==> src/rtl/lsu_clken_gen_pkg.sv <==
// Shared types for the LSU clock-enable generator: freeze FSM encoding,
// statistics counter width and a saturating increment helper.
package lsu_clken_gen_pkg;

  typedef enum logic [1:0] {
    RUN    = 2'd0,
    FROZEN = 2'd1,
    THAW   = 2'd2
  } lsu_frz_e;

  localparam int STAT_W = 16;

  // Holds at all-ones instead of wrapping back to zero.
  function automatic logic [STAT_W-1:0] sat_inc(input logic [STAT_W-1:0] v);
    return (&v) ? v : v + 1'b1;
  endfunction

endpackage

==> src/rtl/lsu_clken_gen_if.sv <==
// Request/status bundle between the LSU control logic (master) and the
// clock-enable generator (slave).
interface lsu_clken_gen_if
  import lsu_clken_gen_pkg::*;
#(
  parameter int NSTAGE = 5,
  parameter int NCHAN  = 2,
  parameter int HOLD_W = 4
);

  logic                       clk_override;
  logic                       freeze;
  logic                       dma_req;
  logic [NSTAGE-1:0]          stage_vld;
  logic [NSTAGE-1:0]          stage_store;
  logic [HOLD_W-1:0]          hold_cfg;
  logic [NCHAN-1:0]           chan_req;
  logic [NCHAN-1:0]           chan_busy;
  logic [NCHAN-1:0]           chan_clk_en;

  logic [NSTAGE-1:0]          c1_clken;
  logic [NSTAGE-1:0]          c2_clken;
  logic [NSTAGE-1:0]          store_clken;
  logic [NCHAN-1:0]           chan_clken;
  logic                       free_clken;
  logic                       idle;
  lsu_frz_e                   frz_state;
  logic [STAT_W*NSTAGE-1:0]   stat_gated_cnt;

  modport master (
    output clk_override, freeze, dma_req, stage_vld, stage_store, hold_cfg,
           chan_req, chan_busy, chan_clk_en,
    input  c1_clken, c2_clken, store_clken, chan_clken, free_clken, idle,
           frz_state, stat_gated_cnt
  );

  modport slave (
    input  clk_override, freeze, dma_req, stage_vld, stage_store, hold_cfg,
           chan_req, chan_busy, chan_clk_en,
    output c1_clken, c2_clken, store_clken, chan_clken, free_clken, idle,
           frz_state, stat_gated_cnt
  );

endinterface

==> src/rtl/lsu_clken_gen_holdctr.sv <==
// Idle hold-off down-counter: reloads on activity, otherwise counts down and
// parks at zero. Only the nonzero flag leaves the block.
module lsu_clken_gen_holdctr #(
  parameter int HOLD_W = 4
) (
  input  logic              clk,
  input  logic              rst,
  input  logic              load_i,
  input  logic [HOLD_W-1:0] load_val_i,
  output logic              nz_o
);

  logic [HOLD_W-1:0] cnt_q;
  logic [HOLD_W-1:0] cnt_d;

  always_comb begin
    cnt_d = cnt_q;
    if (load_i) begin
      cnt_d = load_val_i;
    end else if (cnt_q != '0) begin
      cnt_d = cnt_q - 1'b1;
    end
  end

  always_ff @(posedge clk or posedge rst) begin
    if (rst) begin
      cnt_q <= '0;
    end else begin
      cnt_q <= cnt_d;
    end
  end

  assign nz_o = (cnt_q != '0);

endmodule

==> src/rtl/lsu_clken_gen.sv <==
// Clock-enable generator for an NSTAGE LSU pipeline and NCHAN bus channels,
// with freeze/thaw FSM and idle hold-off. Gated-cycle stats need RV_CLKEN_STATS_EN.
module lsu_clken_gen
  import lsu_clken_gen_pkg::*;
#(
  parameter int NSTAGE    = 5,
  parameter int FRZ_STAGE = 3,
  parameter int NCHAN     = 2,
  parameter int HOLD_W    = 4
) (
  input  logic           clk,
  input  logic           rst,
  lsu_clken_gen_if.slave bus
);

  lsu_frz_e          state_q;
  lsu_frz_e          state_d;
  logic [NSTAGE-1:0] c1_q;
  logic [NSTAGE-1:0] c1_d;
  logic              act;
  logic              act_q;
  logic              hold_nz;
  logic              free_en;
  logic              frz_active;
  logic              thaw_active;
  logic [NSTAGE-1:0] frz_mask;
  logic [NSTAGE-1:0] thaw_mask;
  logic [NSTAGE-1:0] ovr_vec;
  logic [NSTAGE-1:0] c1_raw;
  logic [NSTAGE-1:0] c1_en;
  logic [NSTAGE-1:0] c2_en;
  logic [NSTAGE-1:0] st_en;

  // Freeze acts in the same cycle it is requested, so the raw input is ORed
  // with the registered state; a reasserted freeze also overrides THAW.
  always_comb begin
    state_d = state_q;
    case (state_q)
      RUN:     if (bus.freeze)  state_d = FROZEN;
      FROZEN:  if (!bus.freeze) state_d = THAW;
      THAW:    state_d = bus.freeze ? FROZEN : RUN;
      default: state_d = RUN;
    endcase
  end

  always_comb begin
    frz_active  = (state_q == FROZEN) || bus.freeze;
    thaw_active = (state_q == THAW);
    frz_mask    = '0;
    thaw_mask   = '0;
    for (int i = 0; i < NSTAGE; i++) begin
      frz_mask[i]  = (i < FRZ_STAGE) && frz_active;
      thaw_mask[i] = (i < FRZ_STAGE) && thaw_active;
    end
  end

  assign act = (|bus.stage_vld) | bus.dma_req | (|bus.chan_busy) | (|bus.chan_req);

  lsu_clken_gen_holdctr #(
    .HOLD_W(HOLD_W)
  ) u_holdctr (
    .clk       (clk),
    .rst       (rst),
    .load_i    (act),
    .load_val_i(bus.hold_cfg),
    .nz_o      (hold_nz)
  );

  assign free_en = act | act_q | hold_nz | bus.clk_override | (state_q != RUN);

  // Stage i is enabled by its own valid or by the stage-(i-1) enable seen
  // last cycle; DMA only enters at stage 0.
  always_comb begin
    ovr_vec = {NSTAGE{bus.clk_override}};
    c1_raw  = bus.stage_vld | {c1_q[NSTAGE-2:0], bus.dma_req};
    c1_en   = (c1_raw | ovr_vec | thaw_mask) & ~frz_mask;
    c2_en   = (c1_en | c1_q | ovr_vec) & ~frz_mask;
    st_en   = ((c1_en & bus.stage_store) | ovr_vec) & ~frz_mask;
    c1_d    = free_en ? c1_en : c1_q;
  end

  always_ff @(posedge clk or posedge rst) begin
    if (rst) begin
      state_q <= RUN;
      act_q   <= 1'b0;
      c1_q    <= '0;
    end else begin
      state_q <= state_d;
      act_q   <= act;
      c1_q    <= c1_d;
    end
  end

  assign bus.c1_clken    = c1_en;
  assign bus.c2_clken    = c2_en;
  assign bus.store_clken = st_en;
  assign bus.chan_clken  = ((bus.chan_req | bus.chan_busy) & bus.chan_clk_en)
                         | {NCHAN{bus.clk_override}};
  assign bus.free_clken  = free_en;
  assign bus.idle        = ~free_en;
  assign bus.frz_state   = state_q;

`ifdef RV_CLKEN_STATS_EN
  logic [STAT_W-1:0] stat_q [NSTAGE];

  // Counts cycles in which a stage's single-pulse enable was gated off.
  always_ff @(posedge clk or posedge rst) begin
    if (rst) begin
      for (int i = 0; i < NSTAGE; i++) stat_q[i] <= '0;
    end else begin
      for (int i = 0; i < NSTAGE; i++) begin
        if (!c1_en[i]) stat_q[i] <= sat_inc(stat_q[i]);
      end
    end
  end

  always_comb begin
    bus.stat_gated_cnt = '0;
    for (int i = 0; i < NSTAGE; i++) begin
      bus.stat_gated_cnt[STAT_W*i +: STAT_W] = stat_q[i];
    end
  end
`else
  assign bus.stat_gated_cnt = '0;
`endif

endmodule

==> src/flat_wrapper.sv <==
// flat-port wrapper written by rule: the top's interface ports become plain ports
module lsu_clken_gen_flat import lsu_clken_gen_pkg::*;
#(
  parameter int NSTAGE    = 5,
  parameter int FRZ_STAGE = 3,
  parameter int NCHAN     = 2,
  parameter int HOLD_W    = 4
)
  (clk, rst, bus_clk_override, bus_freeze, bus_dma_req, bus_stage_vld, bus_stage_store, bus_hold_cfg, bus_chan_req, bus_chan_busy, bus_chan_clk_en, bus_c1_clken, bus_c2_clken, bus_store_clken, bus_chan_clken, bus_free_clken, bus_idle, bus_frz_state, bus_stat_gated_cnt);
  lsu_clken_gen_if #(.NSTAGE(NSTAGE), .NCHAN(NCHAN), .HOLD_W(HOLD_W)) bus_i ();
  input  logic clk;
  input  logic rst;
  input wire logic [$bits(bus_i.clk_override)-1:0] bus_clk_override;
  input wire logic [$bits(bus_i.freeze)-1:0] bus_freeze;
  input wire logic [$bits(bus_i.dma_req)-1:0] bus_dma_req;
  input wire logic [$bits(bus_i.stage_vld)-1:0] bus_stage_vld;
  input wire logic [$bits(bus_i.stage_store)-1:0] bus_stage_store;
  input wire logic [$bits(bus_i.hold_cfg)-1:0] bus_hold_cfg;
  input wire logic [$bits(bus_i.chan_req)-1:0] bus_chan_req;
  input wire logic [$bits(bus_i.chan_busy)-1:0] bus_chan_busy;
  input wire logic [$bits(bus_i.chan_clk_en)-1:0] bus_chan_clk_en;
  output wire logic [$bits(bus_i.c1_clken)-1:0] bus_c1_clken;
  output wire logic [$bits(bus_i.c2_clken)-1:0] bus_c2_clken;
  output wire logic [$bits(bus_i.store_clken)-1:0] bus_store_clken;
  output wire logic [$bits(bus_i.chan_clken)-1:0] bus_chan_clken;
  output wire logic [$bits(bus_i.free_clken)-1:0] bus_free_clken;
  output wire logic [$bits(bus_i.idle)-1:0] bus_idle;
  output wire logic [$bits(bus_i.frz_state)-1:0] bus_frz_state;
  output wire logic [$bits(bus_i.stat_gated_cnt)-1:0] bus_stat_gated_cnt;
  assign bus_i.clk_override = bus_clk_override;
  assign bus_i.freeze = bus_freeze;
  assign bus_i.dma_req = bus_dma_req;
  assign bus_i.stage_vld = bus_stage_vld;
  assign bus_i.stage_store = bus_stage_store;
  assign bus_i.hold_cfg = bus_hold_cfg;
  assign bus_i.chan_req = bus_chan_req;
  assign bus_i.chan_busy = bus_chan_busy;
  assign bus_i.chan_clk_en = bus_chan_clk_en;
  assign bus_c1_clken = bus_i.c1_clken;
  assign bus_c2_clken = bus_i.c2_clken;
  assign bus_store_clken = bus_i.store_clken;
  assign bus_chan_clken = bus_i.chan_clken;
  assign bus_free_clken = bus_i.free_clken;
  assign bus_idle = bus_i.idle;
  assign bus_frz_state = bus_i.frz_state;
  assign bus_stat_gated_cnt = bus_i.stat_gated_cnt;
  lsu_clken_gen #(.NSTAGE(NSTAGE), .FRZ_STAGE(FRZ_STAGE), .NCHAN(NCHAN), .HOLD_W(HOLD_W)) u_core (.clk(clk), .rst(rst), .bus(bus_i));
endmodule
==> config.mk <==
export PLATFORM = sky130hd
export DESIGN_NAME = lsu_clken_gen_flat
export DESIGN_NICKNAME = d
export VERILOG_FILES = /design/src/rtl/lsu_clken_gen_pkg.sv /design/src/rtl/lsu_clken_gen_if.sv /design/src/rtl/lsu_clken_gen_holdctr.sv /design/src/rtl/lsu_clken_gen.sv /design/src/flat_wrapper.sv
export SDC_FILE = /design/constraint.sdc
export NUM_CORES = 1
export LEC_CHECK = 0
export ABC_AREA = 0
export BUFFER_PORTS_ARGS = -buffer_cell sky130_fd_sc_hd__buf_2
export CAP_MARGIN = 20
export CORE_MARGIN = 4
export CORE_UTILIZATION = 36
export CTS_BUF_LIST = sky130_fd_sc_hd__clkbuf_8
export DETAILED_ROUTE_END_ITERATION = 8
export PLACE_DENSITY = 0.85
export SLEW_MARGIN = 20
export SYNTH_ARGS = -nofsm -noshare
export SYNTH_HDL_FRONTEND = slang
export SYNTH_SLANG_ARGS = --single-unit
==> constraint.sdc <==
create_clock -name clk -period 1.74 [get_ports clk]
set_input_delay 0.174 -clock clk [delete_from_list [all_inputs] [get_ports clk]]
set_output_delay 0.174 -clock clk [all_outputs]
set_load 0.02 [all_outputs]
# Yosys cells after proc, flatten, opt, wreduce, memory -nomap -nowiden

Index checks and enable logic that the tools add are counted.

Bits of input ports: 25
Logic and storage cells: 46
Flip-flop bits (word level): 12

Reduce and logical (&&, ||, !) cells: 9
Muxes and demuxes: 6
Eq/ne operators: 4
Bitwise logic cells: 22
Add/sub/neg operators: 1

Operator list:

| cell                | count |
|---|---|
| $or 5x5->5          | 5 |
| $and 5x5->5         | 4 |
| $mux 4              | 2 |
| $or 1x1->1          | 7 |
| $pmux 2 s3          | 1 |
| $not 3->5           | 1 |
| $or 5x3->5          | 1 |
| $reduce_or 5->1     | 1 |
| $mux 2              | 2 |
| $ne 2x2->1 const B  | 2 |
| $or 2x2->2          | 2 |
| $reduce_bool 2->1   | 2 |
| $reduce_bool 4->1   | 1 |
| $reduce_or 2->1     | 2 |
| $sub 4x1->4 const B | 1 |
| $and 2x2->2         | 1 |
| $eq 2x1->1 const B  | 1 |
| $eq 2x2->1 const B  | 1 |
| $logic_not 2->1     | 1 |
| $reduce_and 2->1    | 1 |
| $logic_or 1x1->1    | 1 |
| $mux 1              | 1 |
| $not 1->1           | 1 |

# Depth between registers and ports, before layout

Gate-level depths: netlist (run 1).

Depth after elaboration: 9
Mapped depth: 6
Depth with buffers taken out: 6

# Modules after synthesis

From an unflattened synthesis (run 1), not the netlist that was laid out.

Cells, all modules: 174
Area total of the unflattened synthesis: 1539.0 um^2

Modules (own cells, without submodules):

| module                | times used | area an instance (um^2) | cells an instance |
|---|---|---|---|
| lsu_clken_gen         | 1          | 1288.7                  | 150 |
| lsu_clken_gen_holdctr | 1          | 250.2                   | 24 |

# Worst setup path before layout (run 1)

OpenSTA, ideal clock, no wires.

Kind: register -> output
Start point: register u_core.state_q[1], in the netlist u_core.bus.frz_state[1]
End point: output port bus_store_clken[1]
Stages on the path, launching flop included: 6
Required time: 1.566 ns
Arrival time: 1.668 ns
Setup slack: -0.102 ns
Cell sequence: dfrtp_1 > buf_2 > inv_1 > maj3_1 > nor2_1 > a21o_1

Longest elaborated chain between the ends: 7
Elaborated cells between the ends (all ways): 9
Classes of those cells: 2 x eq/ne; 6 x bitwise; 1 x reduce/logical

Ends and longest elaborated chain:

| what                   | RTL line            | source |
|---|---|---|
| from (decl)            | lsu_clken_gen.sv:16 | `lsu_frz_e state_q;` |
| from (signal assigned) | lsu_clken_gen.sv:88 | `state_q <= state_d;` |
| $eq 2x1->1             | lsu_clken_gen.sv:47 | `frz_active = (state_q == FROZEN) \|\| bus.freeze;` |
| $logic_or 1x1->1       | lsu_clken_gen.sv:47 |  |
| $not 3->5              | lsu_clken_gen.sv:76 | `c1_en = (c1_raw \| ovr_vec \| thaw_mask) & ~frz_mask;` |
| $and 5x5->5 *          | lsu_clken_gen.sv:76 |  |
| net bus_c1_clken[1]    | flat_wrapper.sv:22  | `output wire logic [$bits(bus_i.c1_clken)-1:0] bus_c1_clken;` |
| $and 5x5->5 *          | lsu_clken_gen.sv:78 | `st_en = ((c1_en & bus.stage_store) \| ovr_vec) & ~frz_mask;` |
| $or 5x5->5 *           | lsu_clken_gen.sv:78 |  |
| $and 5x5->5 *          | lsu_clken_gen.sv:78 |  |
| to (decl)              | flat_wrapper.sv:24  | `output wire logic [$bits(bus_i.store_clken)-1:0] bus_store_clken;` |

The timed path passes the listed nets; every way through them passes the cells marked *.

# Worst setup path after layout (run 1)

Start point: register u_core.state_q[1], in the netlist u_core.bus.frz_state[1]
End point: output port bus_store_clken[0]

Longest elaborated chain between the ends: 7
Elaborated cells between the ends (all ways): 9
Classes of those cells: 2 x eq/ne; 6 x bitwise; 1 x reduce/logical

Ends and longest elaborated chain:

| what             | RTL line |
|---|---|
| $eq 2x1->1       | lsu_clken_gen.sv:47 |
| $logic_or 1x1->1 | lsu_clken_gen.sv:47 |
| $not 3->5        | lsu_clken_gen.sv:76, lsu_clken_gen.sv:78 |
| $and 5x5->5      | lsu_clken_gen.sv:76 |
| $and 5x5->5      | lsu_clken_gen.sv:78 |
| $or 5x5->5       | lsu_clken_gen.sv:78 |
| $and 5x5->5 *    | lsu_clken_gen.sv:78 |

Every way passes the cells marked *; elsewhere a longest branch is shown, timed or not.

==> impl_metrics.toml, run 1 <==
[finish]
final_nets = 252
n_fill_cell = 371
final_cell_mix = "conb_1, buf_2, buf_4, dfrtp_1, nand2_1"
ff_latch_area_um2 = 304
diodes = 0
final_common_cell = "conb_1"
multi_input_area_um2 = 876
area_growth_pct = 12.1
drive_above_1_share_pct = 38.6

[pwr]
power_leakage_nw = 0.889
total_power_mw = 0.952
p_int_mw = 0.556
p_seq_share_pct = 33.2
power_frac_clock_pct = 25.1
ir_drop_uv = 207
p_sw_share_pct = 41.6
powerDensity_nw_per_um2 = 586
power.combinational.fraction_pct = 41.7
power.switching_mw = 0.396

[place]
gp_congestion = 0.792
io_buffers = 45
hpwl_um = 2460

[die]
dieWidth_um = 71.5
coreArea_um2 = 3770
die_area_um2 = 5110
dieHeight_um = 71.5
start_util_pct = 38.5
rows = 22
num_io_pins = 126

[synthesis]
ys_seq_area_share_pct = 20.7
yosysWarnings = 0
synth_edf_count = 0
synthFlopType = "dfrtp_1"
synth_area_leader_cell = "buf_4"
netlist_area_um2 = 1450
synthArstFlopShare_pct = 100
avgSynthCellArea_um2 = 8.63
ys_ff_latch = 12
yosys-top-cells-area = "buf_4, dfrtp_1, mux2_4"
synth_top_cell_area_share_pct = 41.4
synth_cell_type_count = 30
syn_inst = 168

[grt]
grt_usage_pct = 10.5
grt_overflow_total = 0
antenna_found_initial = 0
grt_pass1_vias = 922
grt_pass1_wl_um = 4350
grt_max_degree = 15

[critical_path]
critPathRequiredTime_ns = 1.57
cp-start-kind = "register"
rr_worst_depth = 7
worst-path-buf-inv = 1
max_stage_delay_ns = 0.44
path_cells = "or4_4, nand2_2, a21oi_2, o21a_1, buf_4"
path_delay_family = "simple AND/OR/NAND/NOR gates"
critPathKind = "register to output port"
crit_slowest_cell = "dfrtp_2"
cp.arrival_ns = 1.51
cp_num_cells = 5
cp-end-kind = "output port"
cp_max_fo = 5

[detailed_routing]
dr.pass1.iters = 4
wire_per_inst_um = 11.5
totalWireLength_um = 3110
dr_total_vias = 1075
final_antenna_net_count = 0
routed_via_density = 3.97
post-route-drc-count = 0
initialDrtViolationCount = 30

[clock_tree]
numCtsBuffers = 3
root_buffer = "clkbuf_8"
insertion_delay_ns = 0.23
clkTransAtPathRegs_ns = 0.05
tritoncts = "yes"
cts_sinks = 12
cts-htree-levels = 1
max-clock-path-buffers = 2

[timing]
timing.setup.tns_ns = 0
finalSetupViolCount = 0
rsz0062_at_grt = "yes"
hold_viol = 0
clock_skew_ns = 0.00282
drv_slew = 0
fmax_mhz = 594
fin_crit_sh_pct = 96.7
post-route-min-period_ns = 1.68

[outcome]
status = "finished clean"

[job]
drv_cap = 0

[hold_path]
min-delay-path-class = "input port to register"
holdPathStages = 3
[through the flow]
step / util [%] / hold WS (ns) / std cells / setup WS (ns) / cell area [µm²]
after global routing: 43.1 / 0.166 / 271 / -0.00691 / 1630
after CTS: 40.7 / 0.141 / 267 / -0.00208 / 1540
after floorplan: - / 0.0387 / 247 / 0.0118 / 1750
after global placement: 38.1 / 0.201 / 259 / 0.124 / 1440
final: 43.1 / 0.148 / 271 / 0.0569 / 1630
after detailed placement: 38.1 / 0.216 / 259 / 0.0966 / 1440
[metal layers]
layer	part of all wire, %	routed length, µm	GRT usage [%]	up-vias
li1	-	-	-	511
met1	36	1130	12.8	485
met2	49	1520	18.0	75
met3	14	424	4.21	4
met4	1.2	37	1.25	0
met5	0	0	0	-
[synth_stat cells, types with 2 or more instances]
library cell   n
nor3_1         3
ha_1           2
or3_1          3
o21a_1         3
a21o_1         3
buf_2          2
o41ai_1        2
o21ai_0        6
maj3_1         3
a21oi_1        4
nand2_1        8
nor2_1         5
xnor2_1        2
inv_1          7
dfrtp_1       12
buf_4         80
mux2_4         4
nor4_1         3
or2_2          2
o31ai_1        3
nor4_4         2
[sequential cells by signal (all words and copies together), names as in the netlist]
register	cells
u_core.act_q	1
u_core.bus.frz_state	2
u_core.c1_q	5
u_core.u_holdctr.cnt_q	4
[path summary, 6_finish.rpt]
path	end	start	slack [ns]
max in group asynchronous	u_core.bus.frz_state[0]	rst	0.89
min	u_core.u_holdctr.cnt_q[1]	bus_hold_cfg[1]	0.15
min reg2reg	u_core.c1_q[4]	u_core.c1_q[4]	0.50
max reg2reg	u_core.c1_q[3]	u_core.u_holdctr.cnt_q[0]	0.13
max	bus_store_clken[0]	u_core.bus.frz_state[1]	0.06
min in group asynchronous	u_core.c1_q[4]	rst	0.50
[power by group through the flow]
stage / clock network [mW] / logic (mW) / registers [mW]
after floorplan: 0 / 0.409 / 0.314
after global placement: 0 / 0.350 / 0.318
after detailed placement: 0 / 0.353 / 0.318
after CTS: 0.249 / 0.367 / 0.314
after global routing: 0.265 / 0.429 / 0.318
final: 0.239 / 0.397 / 0.316
[area by class of cell]
class | instances | share of cell area (%)
multi-input cells | 145 | 53.9
flip-flops and latches | 12 | 18.7
inverters | 7 | 1.62
clock buffers | 3 | 2.54
repair buffers | 56 | 19.6
well taps | 48 | 3.70
[worst register-to-register path: cells and delay by family, from the launching register on]
family        cells  cell delay [ns]
simple gates      3             0.43
fa+ha+maj         1             0.13
mux               1             0.30
buf+inv           2             0.24
flops             1             0.38
[cells by family after synthesis]
kind of cell	count (synthesis)	share of synthesized area [%]
buffers and inverters	90	44.2
and+or+nand+nor	30	14.8
AOI/OAI and AO/OA	24	11.0
DFF	12	20.7
adders and majority gates	5	3.80
muxes	4	4.14
xor gates and xnor gates	2	1.21
other	1	0.259
[timing repair]
item / 4_1_cts / 5_1_grt
setup buffers: 4 / 4
endpoints found under the setup margin: 7 / 8
endpoints found under the hold margin: 12 / 0
hold buffers: 1 / 0
pin swaps: 3 / 3
resized for setup: 8 / 15
Note: power is estimated with default switching activity, not from simulation.
==> inputs of run 2 (changes only) <==
--- a/config.mk
+++ b/config.mk
@@ -9,11 +9,11 @@
 export BUFFER_PORTS_ARGS = -buffer_cell sky130_fd_sc_hd__buf_2
 export CAP_MARGIN = 20
 export CORE_MARGIN = 4
-export CORE_UTILIZATION = 36
+export CORE_UTILIZATION = 39
 export CTS_BUF_LIST = sky130_fd_sc_hd__clkbuf_8
 export DETAILED_ROUTE_END_ITERATION = 8
-export PLACE_DENSITY = 0.85
-export SLEW_MARGIN = 20
+export PLACE_DENSITY = 0.87
+export SLEW_MARGIN = 30
 export SYNTH_ARGS = -nofsm -noshare
 export SYNTH_HDL_FRONTEND = slang
 export SYNTH_SLANG_ARGS = --single-unit
==> constraint.sdc (replaced) <==
create_clock -name clk -period 1.7 [get_ports clk]
set_input_delay 0.17 -clock clk [delete_from_list [all_inputs] [get_ports clk]]
set_output_delay 0.17 -clock clk [all_outputs]
set_load 0.02 [all_outputs]
==> run 2 against run 1 <==
  * The flow now finishes with violations (setup timing)
  * Non-clock buffer count up 2
  * Sequential power up 2%
  * Via count grew 2.5%
  * Global-route usage up 0.97 points
  * Largest cell class unchanged
  * Largest power group unchanged
  * Worst hold slack got worse by 0.022 ns
  * Sequential share of layout area decreased by 0.41 points
==> impl_metrics.toml, run 2 (same netlist as run 1, synthesis figures left out) <==
[outcome]
status = "finished with violations"
violations = "setup timing"

[finish]
top_register = "u_core.c1_q"
drive_above_1_share_pct = 38.1
area_growth_pct = 13.6
largest_reg_flops = 5
n_fill_cell = 333
final_util_pct = 47.5
multi_input_area_um2 = 871
diodes = 0
final_common_cell = "conb_1"
fin_cells = 272
ff_latch_area_um2 = 302
final_cell_mix = "conb_1, buf_2, buf_4, dfrtp_1"
final_nets = 254

[critical_path]
cp-end-kind = "output port"
cp.arrival_ns = 1.55
cp_max_fo = 5
cp-start-kind = "register"
critPathKind = "register to output port"
critPathRequiredTime_ns = 1.53

[die]
num_io_pins = 126
die_area_um2 = 4760
coreArea_um2 = 3470
dieWidth_um = 69.0
rows = 21
dieHeight_um = 69.0
start_util_pct = 41.8

[timing]
hold_viol = 0
finalSetupViolCount = 3
fmax_mhz = 581
post-route-min-period_ns = 1.72
timing.setup.tns_ns = -0.0476
fin_ws_ns = -0.0204
clock_skew_ns = 0.000517
fin_crit_sh_pct = 101
rsz0062_at_grt = "yes"
drv_slew = 0

[detailed_routing]
routed_via_density = 4.05
post-route-drc-count = 0
dr_total_vias = 1102
wire_per_inst_um = 11.1
totalWireLength_um = 3030
dr.pass1.iters = 4
initialDrtViolationCount = 53
final_antenna_net_count = 0

[clock_tree]
insertion_delay_ns = 0.24
cts-htree-levels = 1
root_buffer = "clkbuf_8"
numCtsBuffers = 3
max-clock-path-buffers = 2
cts_sinks = 12
tritoncts = "yes"
clkTransAtPathRegs_ns = 0.05

[hold_path]
min-delay-path-class = "input port to register"

[pwr]
p_seq_share_pct = 30.6
p_sw_share_pct = 40.7
p_int_mw = 0.621
ir_drop_uv = 228
power_leakage_nw = 0.908
power_frac_clock_pct = 30.2
power.switching_mw = 0.427
power.combinational.fraction_pct = 39.1
total_power_mw = 1.05
powerDensity_nw_per_um2 = 636

[grt]
grt_overflow_total = 0
grt_max_degree = 15
antenna_found_initial = 0
grt_pass1_wl_um = 4040
grt_usage_pct = 11.5
grt_pass1_vias = 939

[place]
hpwl_um = 2370
dpl.cell_count = 260
gp_congestion = 0.781
io_buffers = 45

[job]
drv_cap = 0
run 2: cell count changes in the layout (fill, tap and decap cells not counted), sizes merged:
| cell | change |
|---|---|
| buf | +2 |
| clkbuf | +1 |
run 2: worst max-delay path, cell delays in order (launching register included):
cell	delay [ns]
dfrtp_1	0.46
nor3_2	0.22
maj3_2	0.25
nor2_4	0.05
a21o_1	0.18
buf_4	0.15
run 2: timing repair:
item / 4_1_cts / 5_1_grt
gates resized for setup: 11 / 8
buffers inserted: 5 / 2
cloned: 0 / 0
pin swaps: 5 / 1
setup endpoints to repair: 8 / 13
hold buffers: 1 / 0
hold endpoints to repair: 12 / 0
run 2: cell type report:
cell class,count,share of cell area [%]
well taps,46,3.49
flip-flops and latches,12,18.3
clock buffers,4,3.34
inverters,7,1.59
repair buffers,58,20.4
multi-input cells,145,52.8
run 2: power groups by stage:
stage                     combinational (mW)  clock, mW  sequential (mW)
after CTS                              0.392      0.320            0.319
final                                  0.410      0.317            0.321
after global routing                   0.447      0.336            0.323
after detailed placement               0.370          0            0.324
after global placement                 0.367          0            0.323
after floorplan                        0.422          0            0.323
run 2: metrics by stage:
stage                     area [µm²]  hold WS (ns)  worst slack, ns
after floorplan                 1760        0.0347          0.00936
after global placement          1470         0.196            0.149
after detailed placement        1470         0.199           0.0743
after CTS                       1600         0.127         -0.00421
after global routing            1650         0.150          -0.0947
final                           1650         0.126          -0.0204
run 2: final timing paths:
check	startpoint	to	slack (ns)	depth (start not counted)
min in group asynchronous	rst	u_core.c1_q[4]	0.48	3
max in group asynchronous	rst	u_core.c1_q[1]	0.88	3
worst max register to register	u_core.bus.frz_state[1]	u_core.c1_q[3]	0.01	6
worst max-delay path	u_core.c1_q[0]	bus_store_clken[1]	-0.02	5
worst min register to register	u_core.c1_q[4]	u_core.c1_q[4]	0.50	1
worst min-delay path	bus_hold_cfg[1]	u_core.u_holdctr.cnt_q[1]	0.13	3
run 2: routing by layer:
layer  vias to the layer above  track usage [%]  wire [µm]
li1                        513                -          -
met1                       509             12.1       1060
met2                        77             20.7       1510
met3                         3             4.54        433
met4                         0             3.89         25
met5                         -                0          0
==> inputs of run 3 (changes only) <==
--- a/config.mk
+++ b/config.mk
@@ -9,11 +9,13 @@
 export BUFFER_PORTS_ARGS = -buffer_cell sky130_fd_sc_hd__buf_2
 export CAP_MARGIN = 20
 export CORE_MARGIN = 4
-export CORE_UTILIZATION = 39
+export CORE_UTILIZATION = 40
 export CTS_BUF_LIST = sky130_fd_sc_hd__clkbuf_8
 export DETAILED_ROUTE_END_ITERATION = 8
 export PLACE_DENSITY = 0.87
+export SETUP_SLACK_MARGIN = 0.02
 export SLEW_MARGIN = 30
 export SYNTH_ARGS = -nofsm -noshare
 export SYNTH_HDL_FRONTEND = slang
+export SYNTH_HIERARCHICAL = 1
 export SYNTH_SLANG_ARGS = --single-unit
==> run 3 against run 2 <==
  * The run still ends with setup timing left
  * Register-to-register slack worse by 0.16 ns
  * First-iteration DRC count increased by 9.4%
  * Non-clock buffer count rose by 4
  * Final cell count up 3.7%
  * Critical endpoint is now u_core/c1_q[2]
  * Flip-flop and latch count unchanged
==> impl_metrics.toml, run 3 <==
[outcome]
status = "finished with violations"
violations = "setup timing"

[pwr]
p_sw_share_pct = 40.6
total_power_mw = 1.10
power_frac_clock_pct = 28.6
ir_drop_uv = 246
power_leakage_nw = 0.956
powerDensity_nw_per_um2 = 608
power.switching_mw = 0.445
p_seq_share_pct = 29.5
p_int_mw = 0.651
power.combinational.fraction_pct = 41.8

[place]
dp_slack_ns = -0.0372
gp_congestion = 0.811
placed_area_um2 = 1580
dpl.cell_count = 270
io_buffers = 45
hpwl_um = 2780

[critical_path]
critPathKind = "register to register"
critPathRequiredTime_ns = 1.83
cp-end-kind = "register"
cp_max_fo = 4
cp.arrival_ns = 1.97
cp-start-kind = "register"

[synthesis]
syn_inst = 174
synthMostInstantiatedCell = "buf_4"
ys_ff_latch = 12
avgSynthCellArea_um2 = 8.84
synthArstFlopShare_pct = 100
synth_area_leader_cell = "buf_4"
yosysWarnings = 6
synth_edf_count = 0
yosys-top-cells-area = "buf_4, dfrtp_1, nor4_4"
synthFlopType = "dfrtp_1"
ys_top_cells_by_count = "buf_4, dfrtp_1, inv_1"
netlist_area_um2 = 1540
synth_cell_type_count = 42
synth_top_cell_area_share_pct = 39.5
ys_seq_area_share_pct = 19.5

[detailed_routing]
wire_per_inst_um = 12.6
routed_via_density = 4.04
final_antenna_net_count = 0
post-route-drc-count = 0
dr_total_vias = 1140
dr.pass1.iters = 4
initialDrtViolationCount = 58
totalWireLength_um = 3550

[clock_tree]
root_buffer = "clkbuf_8"
insertion_delay_ns = 0.24
clkTransAtPathRegs_ns = 0.05
max-clock-path-buffers = 2
tritoncts = "yes"
numCtsBuffers = 3
cts-htree-levels = 1
cts_sinks = 12

[timing]
hold_viol = 0
fin_ws_ns = -0.147
timing.setup.tns_ns = -0.926
fmax_mhz = 542
drv_slew = 0
fin_hold_ws_ns = 0.132
clock_skew_ns = 0.00207
rsz0062_at_grt = "yes"
fin_crit_sh_pct = 109
finalSetupViolCount = 10
post-route-min-period_ns = 1.85

[grt]
grt_max_degree = 15
grt_pass1_wl_um = 5020
grt_pass1_vias = 1042
grt_usage_pct = 12.6
grt_overflow_total = 0
antenna_found_initial = 0

[die]
num_io_pins = 126
rows = 22
dieWidth_um = 70.0
dieHeight_um = 70.0
start_util_pct = 41.7
die_area_um2 = 4900
coreArea_um2 = 3690

[finish]
largest_reg_flops = 5
final_nets = 262
final_cell_mix = "conb_1, buf_2, buf_4, dfrtp_1, buf_6"
top_register = "u_core/c1_q"
fin_cells = 282
drive_above_1_share_pct = 40.6
diodes = 0
area_growth_pct = 17.2
finalInstanceArea_um2 = 1800
final_util_pct = 48.9
final_common_cell = "conb_1"

[hold_path]
min-delay-path-class = "input port to register"

[job]
drv_cap = 0
[run 3: changes by cell type in the layout (fill, tap and decap cells not counted), sizes merged, moves of 3 or more]
cell and delta:
inv +5, nor2 -3, a21o -3, nand2 -3, buf +4
[run 3: timing repair]
item / in CTS / in global routing
gates cloned: 0 / 0
pin swaps: 2 / 6
gates resized for setup: 14 / 16
setup buffers: 3 / 4
setup endpoints to repair: 14 / 14
endpoints found under the hold margin: 12 / 0
hold buffers: 1 / 0
[run 3: worst paths after layout]
| check | start | to | slack [ns] | cells after the start |
|---|---|---|---|---|
| worst min register to register | u_core/c1_q[4] | u_core/c1_q[4] | 0.51 | 1 |
| max in group asynchronous | rst | u_core/bus.frz_state[1] | 1.00 | 3 |
| worst min-delay path | bus_hold_cfg[2] | u_core/u_holdctr/cnt_q[2] | 0.13 | 3 |
| worst max register to register | u_core/u_holdctr/cnt_q[0] | u_core/c1_q[2] | -0.15 | 8 |
| worst max-delay path | u_core/u_holdctr/cnt_q[0] | u_core/c1_q[2] | -0.15 | 8 |
| min in group asynchronous | rst | u_core/u_holdctr/cnt_q[3] | 0.37 | 3 |
[run 3: final cells by class]
cell class / instances / area, µm²
inverters: 12 / 45.0
well taps: 48 / 60.1
multi-input cells: 144 / 933
clock buffers: 4 / 55.1
repair buffers: 62 / 408
flip-flops and latches: 12 / 302
fillers: 366 / 1890
[run 3: critical path, stage by stage, from the launching register on]
cell and delay [ns]:
dfrtp_1 0.39, inv_2 0.09, ha_4 0.14, nor3b_4 0.20, inv_2 0.06, nor4_4 0.18, nand4_4 0.17, buf_4 0.21
mux2_4 0.30
[run 3: logic make-up after synthesis]
family	Yosys count	share of synthesized area, %
adder cells (fa/ha/maj)	3	2.28
buffers and inverters	97	44.5
multiplexers	6	5.28
other	1	0.244
XOR/XNOR	2	1.14
AO/OA/AOI/OAI	18	7.72
AND/OR/NAND/NOR	35	19.3
flip-flops	12	19.5
[run 3: power by group through the flow]
| stage | combinational (mW) | clock, mW | sequential, mW |
|---|---|---|---|
| 2_1_floorplan | 0.448 | 0 | 0.322 |
| 3_3_place_gp | 0.400 | 0 | 0.324 |
| 3_5_place_dp | 0.407 | 0 | 0.325 |
| 4_1_cts | 0.425 | 0.320 | 0.322 |
| 5_1_grt | 0.491 | 0.339 | 0.327 |
| 6_report | 0.458 | 0.314 | 0.324 |
[run 3: layer usage]
metal	vias up	GRT usage [%]	wire length [µm]
met1	534	14.7	1290
met5	-	0	0
met2	69	22.0	1870
li1	533	-	-
met3	4	3.88	352
met4	0	3.40	29
